## config.mk

```make
export PLATFORM = sky130hd
export DESIGN_NAME = complex_div
export DESIGN_NICKNAME = d
export VERILOG_FILES = /design/src/rtl/complex_div.sv
export SDC_FILE = /design/constraint.sdc
export NUM_CORES = 2
export LEC_CHECK = 0
export ABC_AREA = 1
export CAP_MARGIN = 10
export CELL_PAD_IN_SITES_DETAIL_PLACEMENT = 1
export CELL_PAD_IN_SITES_GLOBAL_PLACEMENT = 1
export CORE_MARGIN = 3
export CORE_UTILIZATION = 43
export DETAILED_ROUTE_END_ITERATION = 7
export GPL_TIMING_DRIVEN = 0
export PLACE_DENSITY_LB_ADDON = 0.1
export REMOVE_ABC_BUFFERS = 1
export SLEW_MARGIN = 15
export SYNTH_ARGS = -nofsm -noshare
export SYNTH_HDL_FRONTEND = slang
export SYNTH_SLANG_ARGS = --single-unit
```

## constraint.sdc

```tcl
create_clock -name clk -period 5.6 [get_ports clk]
set_input_delay 0.56 -clock clk [delete_from_list [all_inputs] [get_ports clk]]
set_output_delay 0.56 -clock clk [all_outputs]
set_load 0.02 [all_outputs]
```

## src/rtl/complex_div.sv

```systemverilog
// Sequential fixed-point complex divider (a1 + j*b1) / (a2 + j*b2).
// A single multiply stage forms the conjugate numerators and |divisor|^2; two restoring dividers then share that denominator.
module complex_div #(
    parameter int  DATA_LEN = 8,
    parameter int  FRAC_LEN = 8,
    localparam int QBITS    = 2 * DATA_LEN + FRAC_LEN,
    localparam int OUT_LEN  = QBITS + 1
) (
    input  logic                       clk,
    input  logic                       rst,
    input  logic signed [DATA_LEN-1:0] a1,
    input  logic signed [DATA_LEN-1:0] b1,
    input  logic signed [DATA_LEN-1:0] a2,
    input  logic signed [DATA_LEN-1:0] b2,
    input  logic                       in_vld,
    output logic                       in_rdy,
    output logic signed [OUT_LEN-1:0]  q_re,
    output logic signed [OUT_LEN-1:0]  q_im,
    output logic                       div_by_zero,
    output logic                       out_vld,
    input  logic                       out_rdy
);

    localparam int MUL_W = 2 * DATA_LEN + 1;
    localparam int DEN_W = 2 * DATA_LEN;
    localparam int CNT_W = $clog2(QBITS);
    localparam logic [CNT_W-1:0] CNT_LAST = CNT_W'(QBITS - 1);

    typedef enum logic [1:0] {
        S_IDLE = 2'd0,
        S_MUL  = 2'd1,
        S_DIV  = 2'd2,
        S_DONE = 2'd3
    } state_e;

    state_e                      state_q, state_d;
    logic signed [DATA_LEN-1:0]  a1_q, a1_d, b1_q, b1_d, a2_q, a2_d, b2_q, b2_d;
    logic [DEN_W-1:0]            den_q, den_d;
    logic                        sgn_re_q, sgn_re_d, sgn_im_q, sgn_im_d;
    // Dividend shifts out MSB-first while quotient bits shift in at the LSB.
    logic [QBITS-1:0]            dvd_re_q, dvd_re_d, dvd_im_q, dvd_im_d;
    logic [DEN_W-1:0]            rem_re_q, rem_re_d, rem_im_q, rem_im_d;
    logic [CNT_W-1:0]            cnt_q, cnt_d;
    logic signed [OUT_LEN-1:0]   q_re_q, q_re_d, q_im_q, q_im_d;
    logic                        dbz_q, dbz_d;

    logic signed [MUL_W-1:0]     num_re_s, num_im_s;
    logic [DEN_W-1:0]            den_s, mag_re_s, mag_im_s;
    logic [DEN_W:0]              step_re_s, step_im_s;
    logic [OUT_LEN-1:0]          qmag_re_s, qmag_im_s;

    // One restoring step: returns {new remainder, quotient bit}.
    function automatic logic [DEN_W:0] div_step(input logic [DEN_W-1:0] rem,
                                                input logic             dbit,
                                                input logic [DEN_W-1:0] den);
        logic [DEN_W:0] trial;
        logic [DEN_W:0] diff;
        trial = {rem, dbit};
        diff  = trial - {1'b0, den};
        if (trial >= {1'b0, den}) begin
            div_step = {diff[DEN_W-1:0], 1'b1};
        end else begin
            div_step = {trial[DEN_W-1:0], 1'b0};
        end
    endfunction

    assign num_re_s  = MUL_W'(a1_q) * MUL_W'(a2_q) + MUL_W'(b1_q) * MUL_W'(b2_q);
    assign num_im_s  = MUL_W'(b1_q) * MUL_W'(a2_q) - MUL_W'(a1_q) * MUL_W'(b2_q);
    assign den_s     = DEN_W'(MUL_W'(a2_q) * MUL_W'(a2_q) + MUL_W'(b2_q) * MUL_W'(b2_q));
    assign mag_re_s  = DEN_W'(num_re_s[MUL_W-1] ? -num_re_s : num_re_s);
    assign mag_im_s  = DEN_W'(num_im_s[MUL_W-1] ? -num_im_s : num_im_s);
    assign step_re_s = div_step(rem_re_q, dvd_re_q[QBITS-1], den_q);
    assign step_im_s = div_step(rem_im_q, dvd_im_q[QBITS-1], den_q);
    assign qmag_re_s = {1'b0, dvd_re_q[QBITS-2:0], step_re_s[0]};
    assign qmag_im_s = {1'b0, dvd_im_q[QBITS-2:0], step_im_s[0]};

    assign in_rdy      = (state_q == S_IDLE);
    assign out_vld     = (state_q == S_DONE);
    assign q_re        = q_re_q;
    assign q_im        = q_im_q;
    assign div_by_zero = dbz_q;

    // Next-state and datapath update for the accept/multiply/divide/hold sequence.
    always_comb begin
        state_d  = state_q;
        a1_d     = a1_q;
        b1_d     = b1_q;
        a2_d     = a2_q;
        b2_d     = b2_q;
        den_d    = den_q;
        sgn_re_d = sgn_re_q;
        sgn_im_d = sgn_im_q;
        dvd_re_d = dvd_re_q;
        dvd_im_d = dvd_im_q;
        rem_re_d = rem_re_q;
        rem_im_d = rem_im_q;
        cnt_d    = cnt_q;
        q_re_d   = q_re_q;
        q_im_d   = q_im_q;
        dbz_d    = dbz_q;
        case (state_q)
            S_IDLE: begin
                if (in_vld) begin
                    a1_d    = a1;
                    b1_d    = b1;
                    a2_d    = a2;
                    b2_d    = b2;
                    dbz_d   = 1'b0;
                    state_d = S_MUL;
                end else begin
                    state_d = S_IDLE;
                end
            end
            S_MUL: begin
                den_d    = den_s;
                sgn_re_d = num_re_s[MUL_W-1];
                sgn_im_d = num_im_s[MUL_W-1];
                dvd_re_d = {mag_re_s, {FRAC_LEN{1'b0}}};
                dvd_im_d = {mag_im_s, {FRAC_LEN{1'b0}}};
                rem_re_d = {DEN_W{1'b0}};
                rem_im_d = {DEN_W{1'b0}};
                cnt_d    = {CNT_W{1'b0}};
                if (den_s == {DEN_W{1'b0}}) begin
                    dbz_d   = 1'b1;
                    q_re_d  = {OUT_LEN{1'b0}};
                    q_im_d  = {OUT_LEN{1'b0}};
                    state_d = S_DONE;
                end else begin
                    state_d = S_DIV;
                end
            end
            S_DIV: begin
                rem_re_d = step_re_s[DEN_W:1];
                rem_im_d = step_im_s[DEN_W:1];
                dvd_re_d = {dvd_re_q[QBITS-2:0], step_re_s[0]};
                dvd_im_d = {dvd_im_q[QBITS-2:0], step_im_s[0]};
                cnt_d    = cnt_q + CNT_W'(1);
                if (cnt_q == CNT_LAST) begin
                    q_re_d  = sgn_re_q ? -qmag_re_s : qmag_re_s;
                    q_im_d  = sgn_im_q ? -qmag_im_s : qmag_im_s;
                    state_d = S_DONE;
                end else begin
                    state_d = S_DIV;
                end
            end
            S_DONE: begin
                if (out_rdy) begin
                    state_d = S_IDLE;
                end else begin
                    state_d = S_DONE;
                end
            end
            default: state_d = S_IDLE;
        endcase
    end

    // State and datapath registers; reset discards any operation in flight.
    always_ff @(posedge clk or posedge rst) begin
        if (rst) begin
            state_q  <= S_IDLE;
            a1_q     <= {DATA_LEN{1'b0}};
            b1_q     <= {DATA_LEN{1'b0}};
            a2_q     <= {DATA_LEN{1'b0}};
            b2_q     <= {DATA_LEN{1'b0}};
            den_q    <= {DEN_W{1'b0}};
            sgn_re_q <= 1'b0;
            sgn_im_q <= 1'b0;
            dvd_re_q <= {QBITS{1'b0}};
            dvd_im_q <= {QBITS{1'b0}};
            rem_re_q <= {DEN_W{1'b0}};
            rem_im_q <= {DEN_W{1'b0}};
            cnt_q    <= {CNT_W{1'b0}};
            q_re_q   <= {OUT_LEN{1'b0}};
            q_im_q   <= {OUT_LEN{1'b0}};
            dbz_q    <= 1'b0;
        end else begin
            state_q  <= state_d;
            a1_q     <= a1_d;
            b1_q     <= b1_d;
            a2_q     <= a2_d;
            b2_q     <= b2_d;
            den_q    <= den_d;
            sgn_re_q <= sgn_re_d;
            sgn_im_q <= sgn_im_d;
            dvd_re_q <= dvd_re_d;
            dvd_im_q <= dvd_im_d;
            rem_re_q <= rem_re_d;
            rem_im_q <= rem_im_d;
            cnt_q    <= cnt_d;
            q_re_q   <= q_re_d;
            q_im_q   <= q_im_d;
            dbz_q    <= dbz_d;
        end
    end

endmodule

```

==> results.py <==
metrics = {
    "global_routing": {
        "grt_pass1_wl_um": 145000,
        "antenna_found_initial": 1,
        "grt_pass1_vias": 27500,
        "grt.total_usage_pct": 26.9,
        "grt_max_degree": 112,
        "grt_overflow": 0,
    },
    "timing": {
        "hold_slack_ns": 0.478,
        "finalSetupViolCount": 84,
        "drv_slew": 0,
        "tightest_slew_ns": 1.09,
        "rsz0062_at_grt": "yes",
        "relSlewSlack_pct": 27.0,
        "fin_setup_tns_ns": -41.44,
        "timing.final.crit_share_pct": 110,
        "skew_ns": 0.0200,
        "setup_ws_ns": -0.564,
        "max_freq_ghz": 0.162,
        "hold_viol_final": 0,
        "period_minus_slack_ns": 6.16,
    },
    "status": {
        "outcome": "complete, but fails checks",
        "violations": "negative setup slack",
    },
    "routing": {
        "postRouteAntennaNets": 0,
        "drc": 0,
        "vias_per_cell": 5.16,
        "wl_um": 90500,
        "drtPass1Iterations": 4,
        "wire_per_inst_um": 19.0,
        "drt_iter0_drc": 991,
        "vias": 24600,
    },
    "clocking": {
        "clockBufferDepth": 2,
        "cts_buffers": 17,
        "cts.sinks": 188,
        "root_buffer": "clkbuf_16",
        "cts.clk_slew.worst_paths_ns": 0.08,
        "insertion_delay_ns": 0.50,
        "cts_tree": "done",
        "htree_num_levels": 4,
    },
    "synthesis": {
        "avgSynthCellArea_um2": 7.40,
        "ys_seq_elements": 188,
        "ys_async_sr_fraction_pct": 100,
        "synth-warning-count": 0,
        "synth_edf_count": 0,
        "seq_area_frac_synth_pct": 16.8,
        "ys.flop_type": "dfrtp_1",
        "syn-cell-area_mm2": 0.0280,
        "ys_types": 49,
        "synth_cells": 3787,
    },
    "placed_design": {
        "place.gp.congestion": 0.852,
        "hpwl_um": 62100,
        "portBuffers": 88,
    },
    "worst_setup_path": {
        "worstSetupPathType": "register to register",
        "cp-start-kind": "register",
        "cp_max_fo": 8,
        "ff2ff_path_depth": 31,
        "worstPathArrival_ns": 6.54,
        "reg2reg_from": "a2_q[2]$_DFFE_PP0P_",
        "r2r_slack_ns": -0.56,
        "crit_top_cell": "nand2_1",
        "crit_slowest_cell": "fa_2",
        "regToRegEndpoint": "dvd_im_q[23]$_DFFE_PP0P_",
        "cp.required_ns": 5.97,
        "end_kind": "register",
        "critical_path.max_stage_delay_ns": 0.61,
    },
    "layout": {
        "seq_area_mm2": 0.00479,
        "fin_nets": 4542,
        "n_antenna_cell": 0,
        "drive_gt1_share_pct": 15.3,
        "multi_input_comb_area_mm2": 0.0210,
        "area_delta_synth_final_pct": 20.0,
        "mostFrequentLayoutCells": "nand2_1, inv_1, fa_1, ha_1, nand3_1",
        "fillerInstances": 7775,
        "layout_commonest_cell": "nand2_1",
    },
    "worst_hold_path": {
        "hold_depth": 2,
        "min-delay-start": "q_im[22]$_DFFE_PP0P_",
        "min_to": "q_im[22]$_DFFE_PP0P_",
        "holdCritPathClass": "register to register",
    },
    "floorplanning": {
        "design.core.area_mm2": 0.0638,
        "io_pins": 89,
        "die_y_um": 261,
        "initial_core_util_pct": 43.9,
        "die_width_um": 261,
        "die_area_mm2": 0.0683,
        "fp-row-count": 92,
    },
    "run": {
        "maxCapViolations": 0,
    },
}
==> metal layers <==
metal	up-vias	wire length (µm)	GRT usage [%]
met2	455	46700	47.7
met5	-	8	0
met1	12500	38000	34.0
met3	133	3040	3.54
li1	11500	-	-
met4	2	2730	8.87
==> per-stage QoR <==
| stage | worst slack (ns) | util [%] | area, µm² | instances |
|---|---|---|---|---|
| floorplan | -1.68 | - | 27400 | 3643 |
| global placement | -4.07 | 46.0 | 29400 | 4577 |
| detailed placement | -2.25 | 46.3 | 29500 | 4581 |
| CTS | -0.554 | 51.1 | 32600 | 4730 |
| global route | -0.836 | 52.7 | 33600 | 4768 |
| finish | -0.564 | 52.7 | 33600 | 4768 |
==> synthesized netlist by cell type, types with 20 or more instances <==
| library cell | number | share of area, % |
|---|---|---|
| ha_1 | 200 | 8.9 |
| a21oi_1 | 98 | 1.8 |
| inv_1 | 925 | 12 |
| o22ai_1 | 43 | 0.96 |
| nor3_1 | 53 | 0.95 |
| dfrtp_1 | 188 | 17 |
| xor2_1 | 45 | 1.4 |
| xnor2_1 | 26 | 0.81 |
| nand2_1 | 1031 | 14 |
| nand3_1 | 192 | 3.4 |
| nand3b_1 | 20 | 0.54 |
| nor2_1 | 190 | 2.5 |
| fa_1 | 397 | 28 |
| nand4_1 | 27 | 0.60 |
| o21ai_0 | 110 | 2.0 |
| clkbuf_1 | 122 | 1.6 |
==> timing repair <==
| item | CTS | global route |
|---|---|---|
| cloned | 12 | 5 |
| gates resized for setup | 352 | 195 |
| buffers inserted | 105 | 34 |
| hold buffers | 0 | 0 |
| endpoints found under the hold margin | 0 | 0 |
| pin swaps | 99 | 84 |
| endpoints found under the setup margin | 93 | 85 |
==> flip-flops by register name, indices dropped and copies added, names as in the netlist, 8 cells and up <==
signal / count
dvd_re_q: 24
a2_q: 8
q_im: 25
rem_im_q: 16
b2_q: 8
den_q: 16
b1_q: 8
rem_re_q: 16
a1_q: 8
dvd_im_q: 24
q_re: 25
==> worst max-delay path: cells and delay by family, from the launching register on <==
family | cells | cell delay (ns)
AND/OR/NAND/NOR | 16 | 1.47
adder cells (fa/ha/maj) | 7 | 3.37
flip-flops | 1 | 0.55
buffers and inverters | 8 | 0.63
==> final cells by class <==
| cell class | count | area share (%) |
|---|---|---|
| tap | 846 | 3.15 |
| clock buffer | 17 | 1.26 |
| sequential | 188 | 14.2 |
| timing repair inverter | 1 | 0.0223 |
| inverter | 933 | 10.5 |
| multi-input combinational | 2529 | 62.6 |
| clock inverter | 15 | 0.610 |
| timing repair buffer | 239 | 7.64 |
==> logic make-up (layout without fill, tap and decap cells) <==
group,count (synthesis),after routing,synth area share [%]
XOR/XNOR,73,73,2.34
AND/OR/NAND/NOR,1546,1553,22.7
AO/OA/AOI/OAI,306,306,6.17
buffers and inverters,1077,1205,14.7
flip-flops,188,188,16.8
adder cells (fa/ha/maj),597,597,37.3
==> worst max-delay path by stage <==
stage / start / end / slack, ns / depth (start not counted)
after floorplan: a2_q[7]$_DFFE_PP0P_ / q_im[17]$_DFFE_PP0P_ / -1.68 / 25
after global placement: b2_q[0]$_DFFE_PP0P_ / q_re[17]$_DFFE_PP0P_ / -4.07 / 24
after detailed placement: a2_q[7]$_DFFE_PP0P_ / q_re[17]$_DFFE_PP0P_ / -2.25 / 22
after CTS: a2_q[7]$_DFFE_PP0P_ / q_im[21]$_DFFE_PP0P_ / -0.55 / 31
after global routing: a2_q[7]$_DFFE_PP0P_ / q_im[4]$_DFFE_PP0P_ / -0.84 / 27
final: a2_q[2]$_DFFE_PP0P_ / dvd_im_q[23]$_DFFE_PP0P_ / -0.56 / 31
Power is not shown: default switching activity piles up to over one toggle a cycle in this logic, so the estimate is an artifact.
